## src/rtl/imem_loader_pkg.sv

```systemverilog
`default_nettype none
// ============================================================================
// Module      : imem_loader_pkg
// Description : Shared constants and loader state encoding for the
//               instruction-memory boot loader, the instruction memory and
//               the core. Optional macro: IMEM_LOADER_CHECKSUM_EN adds the
//               trailing checksum state.
// Revision    : 1.0 - initial release
// ============================================================================
package imem_loader_pkg;

    // Instruction memory geometry shared with the memory and the core
    localparam int IMEM_ADDR_W = 10;
    localparam int IMEM_DEPTH  = 1024;
    localparam int INSTR_W     = 16;

    // Frame layout, in bytes
    localparam int BYTE_W      = 8;
    localparam int LEN_BYTES   = 2;
    localparam int WORD_BYTES  = INSTR_W / BYTE_W;
`ifdef IMEM_LOADER_CHECKSUM_EN
    localparam int CHK_BYTES   = 1;
`else
    localparam int CHK_BYTES   = 0;
`endif
    localparam int FRAME_OVERHEAD_BYTES = LEN_BYTES + CHK_BYTES;

    // Total bytes on the wire for an image of n_words instructions
    function automatic int frame_bytes(input int n_words);
        return FRAME_OVERHEAD_BYTES + n_words * WORD_BYTES;
    endfunction

    typedef enum logic [2:0] {
        ST_IDLE    = 3'd0,
        ST_LEN_HI  = 3'd1,
        ST_LEN_LO  = 3'd2,
        ST_DATA_HI = 3'd3,
        ST_DATA_LO = 3'd4,
        ST_DONE    = 3'd5,
        ST_ERR     = 3'd6
`ifdef IMEM_LOADER_CHECKSUM_EN
        ,
        ST_CHK     = 3'd7
`endif
    } state_t;

endpackage
`default_nettype wire

```

## src/rtl/imem_loader.sv

```systemverilog
`default_nettype none
// ============================================================================
// Module      : imem_loader
// Description : Boot-time byte-stream loader for the instruction memory.
//               Parses a length-prefixed big-endian word stream, writes
//               consecutive addresses from 0 and holds the core in reset
//               until the image is complete.
//               Optional macro: IMEM_LOADER_CHECKSUM_EN appends an XOR
//               checksum byte to the frame.
// Revision    : 1.0 - initial release
// ============================================================================
module imem_loader
    import imem_loader_pkg::*;
#(
    parameter int ADDR_W = IMEM_ADDR_W,
    parameter int DATA_W = INSTR_W,
    parameter int DEPTH  = IMEM_DEPTH
) (
    input  logic              clk,
    input  logic              rst_n,
    input  logic              start,
    input  logic              in_valid,
    input  logic [7:0]        in_data,
    output logic              in_ready,
    output logic              wr_en,
    output logic [ADDR_W-1:0] wr_addr,
    output logic [DATA_W-1:0] wr_data,
    output logic              cpu_hold,
    output logic              busy,
    output logic              done,
    output logic              error
);

    // One extra bit so an image of exactly DEPTH words terminates without wrap
    localparam int CNT_W = ADDR_W + 1;

`ifdef IMEM_LOADER_CHECKSUM_EN
    localparam state_t END_STATE = ST_CHK;
`else
    localparam state_t END_STATE = ST_DONE;
`endif

    state_t              state_q, state_d;
    logic [7:0]          len_hi_q, len_hi_d;
    logic [CNT_W-1:0]    len_q, len_d;
    logic [CNT_W-1:0]    cnt_q, cnt_d;
    logic [7:0]          hi_q, hi_d;
    logic                wr_en_q, wr_en_d;
    logic [ADDR_W-1:0]   wr_addr_q, wr_addr_d;
    logic [DATA_W-1:0]   wr_data_q, wr_data_d;
`ifdef IMEM_LOADER_CHECKSUM_EN
    logic [7:0]          chk_q, chk_d;
`endif

    logic                w_accept;
    logic [15:0]         w_len_full;
    logic [CNT_W-1:0]    w_cnt_inc;

    assign w_accept   = in_valid && in_ready;
    assign w_len_full = {len_hi_q, in_data};
    assign w_cnt_inc  = cnt_q + CNT_W'(1);

    // Status outputs decode directly from the state register
    always_comb begin
        in_ready = 1'b0;
        busy     = 1'b0;
        unique case (state_q)
            ST_LEN_HI, ST_LEN_LO, ST_DATA_HI, ST_DATA_LO: begin
                in_ready = 1'b1;
                busy     = 1'b1;
            end
`ifdef IMEM_LOADER_CHECKSUM_EN
            ST_CHK: begin
                in_ready = 1'b1;
                busy     = 1'b1;
            end
`endif
            default: begin
                in_ready = 1'b0;
                busy     = 1'b0;
            end
        endcase
    end

    assign done     = (state_q == ST_DONE);
    assign error    = (state_q == ST_ERR);
    assign cpu_hold = (state_q != ST_DONE);
    assign wr_en    = wr_en_q;
    assign wr_addr  = wr_addr_q;
    assign wr_data  = wr_data_q;

    // Frame parser: next state, word assembly and write-port staging
    always_comb begin
        state_d   = state_q;
        len_hi_d  = len_hi_q;
        len_d     = len_q;
        cnt_d     = cnt_q;
        hi_d      = hi_q;
        wr_en_d   = 1'b0;
        wr_addr_d = wr_addr_q;
        wr_data_d = wr_data_q;
`ifdef IMEM_LOADER_CHECKSUM_EN
        chk_d     = w_accept ? (chk_q ^ in_data) : chk_q;
`endif

        unique case (state_q)
            ST_IDLE, ST_DONE, ST_ERR: begin
                if (start) begin
                    state_d = ST_LEN_HI;
                    cnt_d   = '0;
`ifdef IMEM_LOADER_CHECKSUM_EN
                    chk_d   = '0;
`endif
                end
            end
            ST_LEN_HI: begin
                if (w_accept) begin
                    len_hi_d = in_data;
                    state_d  = ST_LEN_LO;
                end
            end
            ST_LEN_LO: begin
                if (w_accept) begin
                    len_d = w_len_full[CNT_W-1:0];
                    cnt_d = '0;
                    if (w_len_full == 16'd0) begin
                        state_d = END_STATE;
                    end else if (w_len_full > 16'(DEPTH)) begin
                        state_d = ST_ERR;
                    end else begin
                        state_d = ST_DATA_HI;
                    end
                end
            end
            ST_DATA_HI: begin
                if (w_accept) begin
                    hi_d    = in_data;
                    state_d = ST_DATA_LO;
                end
            end
            ST_DATA_LO: begin
                if (w_accept) begin
                    wr_en_d   = 1'b1;
                    wr_addr_d = cnt_q[ADDR_W-1:0];
                    wr_data_d = {hi_q, in_data};
                    cnt_d     = w_cnt_inc;
                    state_d   = (w_cnt_inc == len_q) ? END_STATE : ST_DATA_HI;
                end
            end
`ifdef IMEM_LOADER_CHECKSUM_EN
            ST_CHK: begin
                if (w_accept) begin
                    state_d = (in_data == chk_q) ? ST_DONE : ST_ERR;
                end
            end
`endif
            default: begin
                state_d = ST_IDLE;
            end
        endcase
    end

    // State and datapath registers; reset discards any half-assembled word
    always_ff @(posedge clk) begin
        if (!rst_n) begin
            state_q   <= ST_IDLE;
            len_hi_q  <= '0;
            len_q     <= '0;
            cnt_q     <= '0;
            hi_q      <= '0;
            wr_en_q   <= 1'b0;
            wr_addr_q <= '0;
            wr_data_q <= '0;
`ifdef IMEM_LOADER_CHECKSUM_EN
            chk_q     <= '0;
`endif
        end else begin
            state_q   <= state_d;
            len_hi_q  <= len_hi_d;
            len_q     <= len_d;
            cnt_q     <= cnt_d;
            hi_q      <= hi_d;
            wr_en_q   <= wr_en_d;
            wr_addr_q <= wr_addr_d;
            wr_data_q <= wr_data_d;
`ifdef IMEM_LOADER_CHECKSUM_EN
            chk_q     <= chk_d;
`endif
        end
    end

endmodule
`default_nettype wire
```

## config.mk

```make
export PLATFORM = sky130hd
export DESIGN_NAME = imem_loader
export DESIGN_NICKNAME = d
export VERILOG_FILES = /design/src/rtl/imem_loader_pkg.sv /design/src/rtl/imem_loader.sv
export SDC_FILE = /design/constraint.sdc
export NUM_CORES = 1
export LEC_CHECK = 0
export CORE_MARGIN = 3
export CORE_UTILIZATION = 45
export CTS_CLUSTER_DIAMETER = 60
export DETAILED_ROUTE_END_ITERATION = 10
export PLACE_DENSITY = 0.67
export RECOVER_POWER = 25
export SYNTH_ARGS = -nofsm -noshare
export SYNTH_HDL_FRONTEND = slang
export SYNTH_SLANG_ARGS = --single-unit
```

## constraint.sdc

```tcl
create_clock -name clk -period 2 [get_ports clk]
set_input_delay 0.4 -clock clk [delete_from_list [all_inputs] [get_ports clk]]
set_output_delay 0.4 -clock clk [all_outputs]
set_load 0.1 [all_outputs]
```

==> results.cfg, run 1 <==
[sta]
final_max_slew_viol_count = 0
max_freq_mhz = 534
worst_slew_pin_slew_ns = 0.545
period_needed_ns = 1.87
post-route-period-util_pct = 93.6
setup_viol = 0
holdWs_ns = 0.451
relSlewSlack_pct = 63.8
grt_setup_unrepaired = false
final_hold_viol_count = 0
finClkSkew_ns = 0.00787

[final_layout]
layout-drive-gt1-share_pct = 21.7
design_area_mm2 = 0.00413
synthToLayoutAreaGrowth_pct = 25.6
n_fill_cell = 662
fin_nets = 465
diodes = 0
final-seq-area_mm2 = 0.00137
finalCoreUtilization_pct = 59.5
multi_input_comb_area_mm2 = 0.00180
final_cells = 553

[outcome]
outcome = completed

[place]
port_buffers = 43
placed_area_mm2 = 0.00396
gp_congestion = 0.842
post-dp-hpwl_um = 5290
dp_cells = 537

[synth]
synthArstFlopShare_pct = 0
synthTopCellsByCount = nand2_1, dfxtp_1, a21boi_0
syn_area_mm2 = 0.00329
synth_cell_type_count = 45
ys_warn_count = 0
ys_ff_latch = 68
synth_edf_count = 0
syn-num-nets = 412
synth.largest_area_cell = dfxtp_1
netlist_top_cells_area = dfxtp_1, nand2_1, a21boi_0
yosys.cell_count.top_type = nand2_1
synth_cells = 399
synth_top_area_share_pct = 41.4
ys_seq_area_share_pct = 41.4
avgSynthCellArea_um2 = 8.24
synth_flop_cell = dfxtp_1

[die]
fp.dieW_um = 91.5
io_pins = 44
start_util_pct = 47.4
die_h_um = 91.5
core_area_mm2 = 0.00694
std_cell_rows = 30
fp.dieArea_mm2 = 0.00837

[flow_run]
max-cap-violations = 0

[detailed_routing]
first_iter_violations = 123
drc = 0
wirelength_um = 7450
vias = 2854
via_per_inst = 5.16
final_antenna_net_count = 0
wire_per_inst_um = 13.5
firstDrtPassIters = 4

[cts]
cts_num_sinks = 68
cts_tree = built
postCtsSetupBuffers = 0
cts_root_buffer = clkbuf_8
cts_buffer_depth = 2
cts_buffers = 9
clkTransAtPathRegs_ns = 0.07
cts_max_level = 3
hold_buffers = 0
clk_latency_ns = 0.35

[grt]
grt_pass1_wl_um = 12800
grt_max_degree = 70
grt_pass1_vias = 2716
antenna_found_initial = 0
grt_overflow_total = 0
track_usage_pct = 18.9

[setup_path]
end_kind = output port
crit_chain = nor2_1 -> xnor2_4 -> buf_12
cp_max_fo = 13
start_kind = register
slowest_stage = dfxtp_2
path_class = reg2out
required_ns = 1.60
crit_arrival_ns = 1.47
max_stage_delay_ns = 0.53

[power_and_ir_drop]
power.total_mw = 3.89
power.leakage_nw = 1.52
powerDensity_mw_per_mm2 = 942
ir_worst_vdd_mv = 0.550

[worst_hold_path]
min_path_type = reg2reg
logic make-up after synthesis:
kind of cell / share of synthesized area (%)
AND/OR/NAND/NOR: 25.3
AO/OA/AOI/OAI: 18.5
flip-flops: 41.4
buffers and inverters: 5.44
XOR/XNOR: 5.59
multiplexers: 3.35
adder cells (fa/ha/maj): 0.380
critical path, delay by kind of cell, from the launching register on:
family	cells	cell delay, ns
AND/OR/NAND/NOR	1	0.16
flip-flops	1	0.53
XOR/XNOR	1	0.22
buffers and inverters	1	0.20
registers in the layout, summed over array words and instances (netlist names):
| register | count |
|---|---|
| wr_addr | 10 |
| len_hi_q | 8 |
| wr_data | 16 |
| state_q | 3 |
| wr_en | 1 |
| len_q | 11 |
| hi_q | 8 |
| cnt_q | 11 |
final timing paths:
check                  start         end  slack, ns  depth (start not counted)
hold reg to reg   wr_addr[5]  wr_addr[5]       0.45                          2
setup reg to reg    cnt_q[1]  state_q[1]       0.18                          7
setup / recovery  state_q[0]        busy       0.13                          3
hold / removal    wr_addr[5]  wr_addr[5]       0.45                          2
through the flow:
step | setup slack [ns] | TNS, ns
floorplan | -0.200 | -0.456
global placement | -0.204 | -0.520
detailed placement | -0.221 | -0.729
CTS | 0.0989 | 0
global route | 0.00864 | 0
finish | 0.129 | 0
cell type report:
class                           instances  area share (%)
Multi-Input combinational cell        294            43.6
Clock buffer                           10            3.09
Inverter                                6           0.636
Clock inverter                          6            2.15
Sequential cell                        68            33.1
Tap cell                               96            2.91
Timing Repair Buffer                   73            14.6
power breakdown:
part | switching (mW) | internal (mW) | total, mW
combinational | 0.666 | 0.472 | 1.14
clock | 0.521 | 0.701 | 1.22
sequential | 0.109 | 1.42 | 1.53
cell usage in the layout (no fill, tap or decap), drive strengths merged, types with 2 or more instances in the layout:
cell type,instances
inv,5
buf,38
nor2,9
a21oi,9
o21a,3
dfxtp,68
mux2i,11
nand2,110
and3,2
nor2b,17
xnor2,16
nor4,4
a21boi,47
clkdlybuf4s50,11
nand3,8
clkinv,2
clkbuf,34
and2,3
clkinvlp,3
o21ai,13
bufinv,2
nand4,3
nor3,13
nor3b,4
a31oi,2
xor2,5
o2bb2ai,2
timing repair:
item	CTS	global route
resized for setup	2	3
cloned	0	0
pin swaps	0	2
endpoints found under the setup margin	3	2
per-layer routing:
| metal | wire (µm) | vias up | global-route usage (%) |
|---|---|---|---|
| li1 | - | 1444 | - |
| met2 | 3490 | 68 | 31.3 |
| met4 | 120 | 0 | 6.78 |
| met5 | 0 | - | 0 |
| met1 | 3470 | 1327 | 23.5 |
| met3 | 368 | 15 | 4.81 |
No activity file was read; power rests on OpenSTA's default activity.
==> run 2, diff against run 1 <==
Settings changed: CORE_MARGIN 3 to default.
==> results.cfg, run 2 (synthesized netlist as in run 1, its figures left out) <==
[grt]
grt_overflow_total = 0
grt_max_degree = 24
grt_pass1_vias = 2654
antenna_found_initial = 0
track_usage_pct = 21.8
grt_pass1_wl_um = 12800

[detailed_routing]
wire_per_inst_um = 13.4
via_per_inst = 5.04
drc = 0
firstDrtPassIters = 4
wirelength_um = 7470
vias = 2810
final_antenna_net_count = 0
first_iter_violations = 84

[cts]
cts_buffer_depth = 2
hold_buffers = 0
clk_latency_ns = 0.34
cts_num_sinks = 68
cts_root_buffer = clkbuf_8
cts_max_level = 3
cts_tree = built
clkTransAtPathRegs_ns = 0.07
cts_buffers = 9

[place]
post-dp-hpwl_um = 5490
gp_congestion = 0.887
port_buffers = 43

[setup_path]
start_kind = register
crit_chain = nor2_1 -> xnor2_4 -> buf_12
end_kind = output port
path_class = reg2out
max_stage_delay_ns = 0.52
required_ns = 1.60
cp_max_fo = 12
slowest_stage = dfxtp_2
crit_arrival_ns = 1.46

[final_layout]
mostFrequentLayoutCell = nand2_1
layout-drive-gt1-share_pct = 21.9
largest_reg_flops = 16
fin_nets = 469
synthToLayoutAreaGrowth_pct = 24.4
finalCoreUtilization_pct = 58.9
n_fill_cell = 668
final_cell_mix = nand2_1, dfxtp_1, buf_4
diodes = 0

[power_and_ir_drop]
ir_worst_vdd_mv = 0.528
combPwrFrac_pct = 31.3
p_switching_mw = 1.27
swShare_pct = 34.9
power.leakage_nw = 1.51
pwr-share-clk_pct = 26.7
p_int_mw = 2.37
power.total_mw = 3.64
seq_power_share_pct = 42.1
powerDensity_mw_per_mm2 = 891

[die]
die_h_um = 87.5
fp.dieW_um = 87.5
io_pins = 44
std_cell_rows = 30
core_area_mm2 = 0.00694
fp.dieArea_mm2 = 0.00765
start_util_pct = 47.4

[sta]
grt_setup_unrepaired = false
worst_slew_pin_slew_ns = 0.546
final_max_slew_viol_count = 0
max_freq_mhz = 538
period_needed_ns = 1.86
finClkSkew_ns = 0.00560
setup-tns-final_ns = 0
relSlewSlack_pct = 63.8
post-route-period-util_pct = 92.9
final_hold_viol_count = 0
setup_viol = 0

[flow_run]
max-cap-violations = 0

[worst_hold_path]
min_path_type = reg2reg

[outcome]
outcome = completed
-- run 2: cell type report --
cell class,instances,area (µm²),share of cell area [%]
clock buffers,12,145,3.55
multi-input cells,294,1790,43.8
repair buffers,77,618,15.1
well taps,96,120,2.94
clock inverters,4,25.0,0.612
flip-flops and latches,68,1360,33.3
inverters,6,26.3,0.642
-- run 2: power groups by stage --
stage	Sequential [mW]	Combinational, mW	Clock, mW
after floorplan	1.52	0.853	0
after global placement	1.55	1.13	0
after detailed placement	1.56	1.14	0
after CTS	1.53	1.15	0.993
after global routing	1.54	1.22	1.06
final	1.53	1.14	0.972
-- run 2: metrics by stage --
step                      hold WS (ns)  worst slack [ns]  instances  instance area (µm²)
after floorplan                  0.431            -0.200        399                 3330
after global placement           0.442            -0.191        540                 3970
after detailed placement         0.445            -0.237        540                 3970
after CTS                        0.454             0.112        556                 4140
after global routing             0.475           0.00673        557                 4090
final                            0.451             0.141        557                 4090
-- run 2: repair_timing --
action                                  CTS  global route
endpoints found under the hold margin     0             0
endpoints found under the setup margin    3             2
gates resized for setup                   2             1
pin swaps                                 0             1
setup buffers                             0             1
-- run 2: worst paths after layout --
| path | from | end | slack, ns | cells past startpoint |
|---|---|---|---|---|
| worst max-delay path | state_q[0] | in_ready | 0.14 | 3 |
| worst min-delay path | wr_data[12] | wr_data[12] | 0.45 | 2 |
| worst max register to register | cnt_q[5] | state_q[1] | 0.23 | 6 |
| worst min register to register | wr_data[12] | wr_data[12] | 0.45 | 2 |
-- run 2: layer usage --
| layer | vias to the layer above | GRT usage [%] | part of all wire, % |
|---|---|---|---|
| met1 | 1304 | 28.2 | 49 |
| met4 | 0 | 6.26 | 1.1 |
| met2 | 44 | 36.2 | 47 |
| met3 | 8 | 4.83 | 3.4 |
| met5 | - | 0 | 0 |
| li1 | 1454 | - | - |
-- run 2: critical path, delay by kind of cell (launching register included) --
| family | cells | cell delay, ns |
|---|---|---|
| flops | 1 | 0.52 |
| xor+xnor | 1 | 0.22 |
| simple gates | 1 | 0.16 |
| buf+inv | 1 | 0.20 |
==> run 3, diff against run 2 <==
Settings changed: SKIP_LAST_GASP from default to 1.
==> results of run 3 <==
No change in the layout: final DEF, timing and power equal those of run 2.
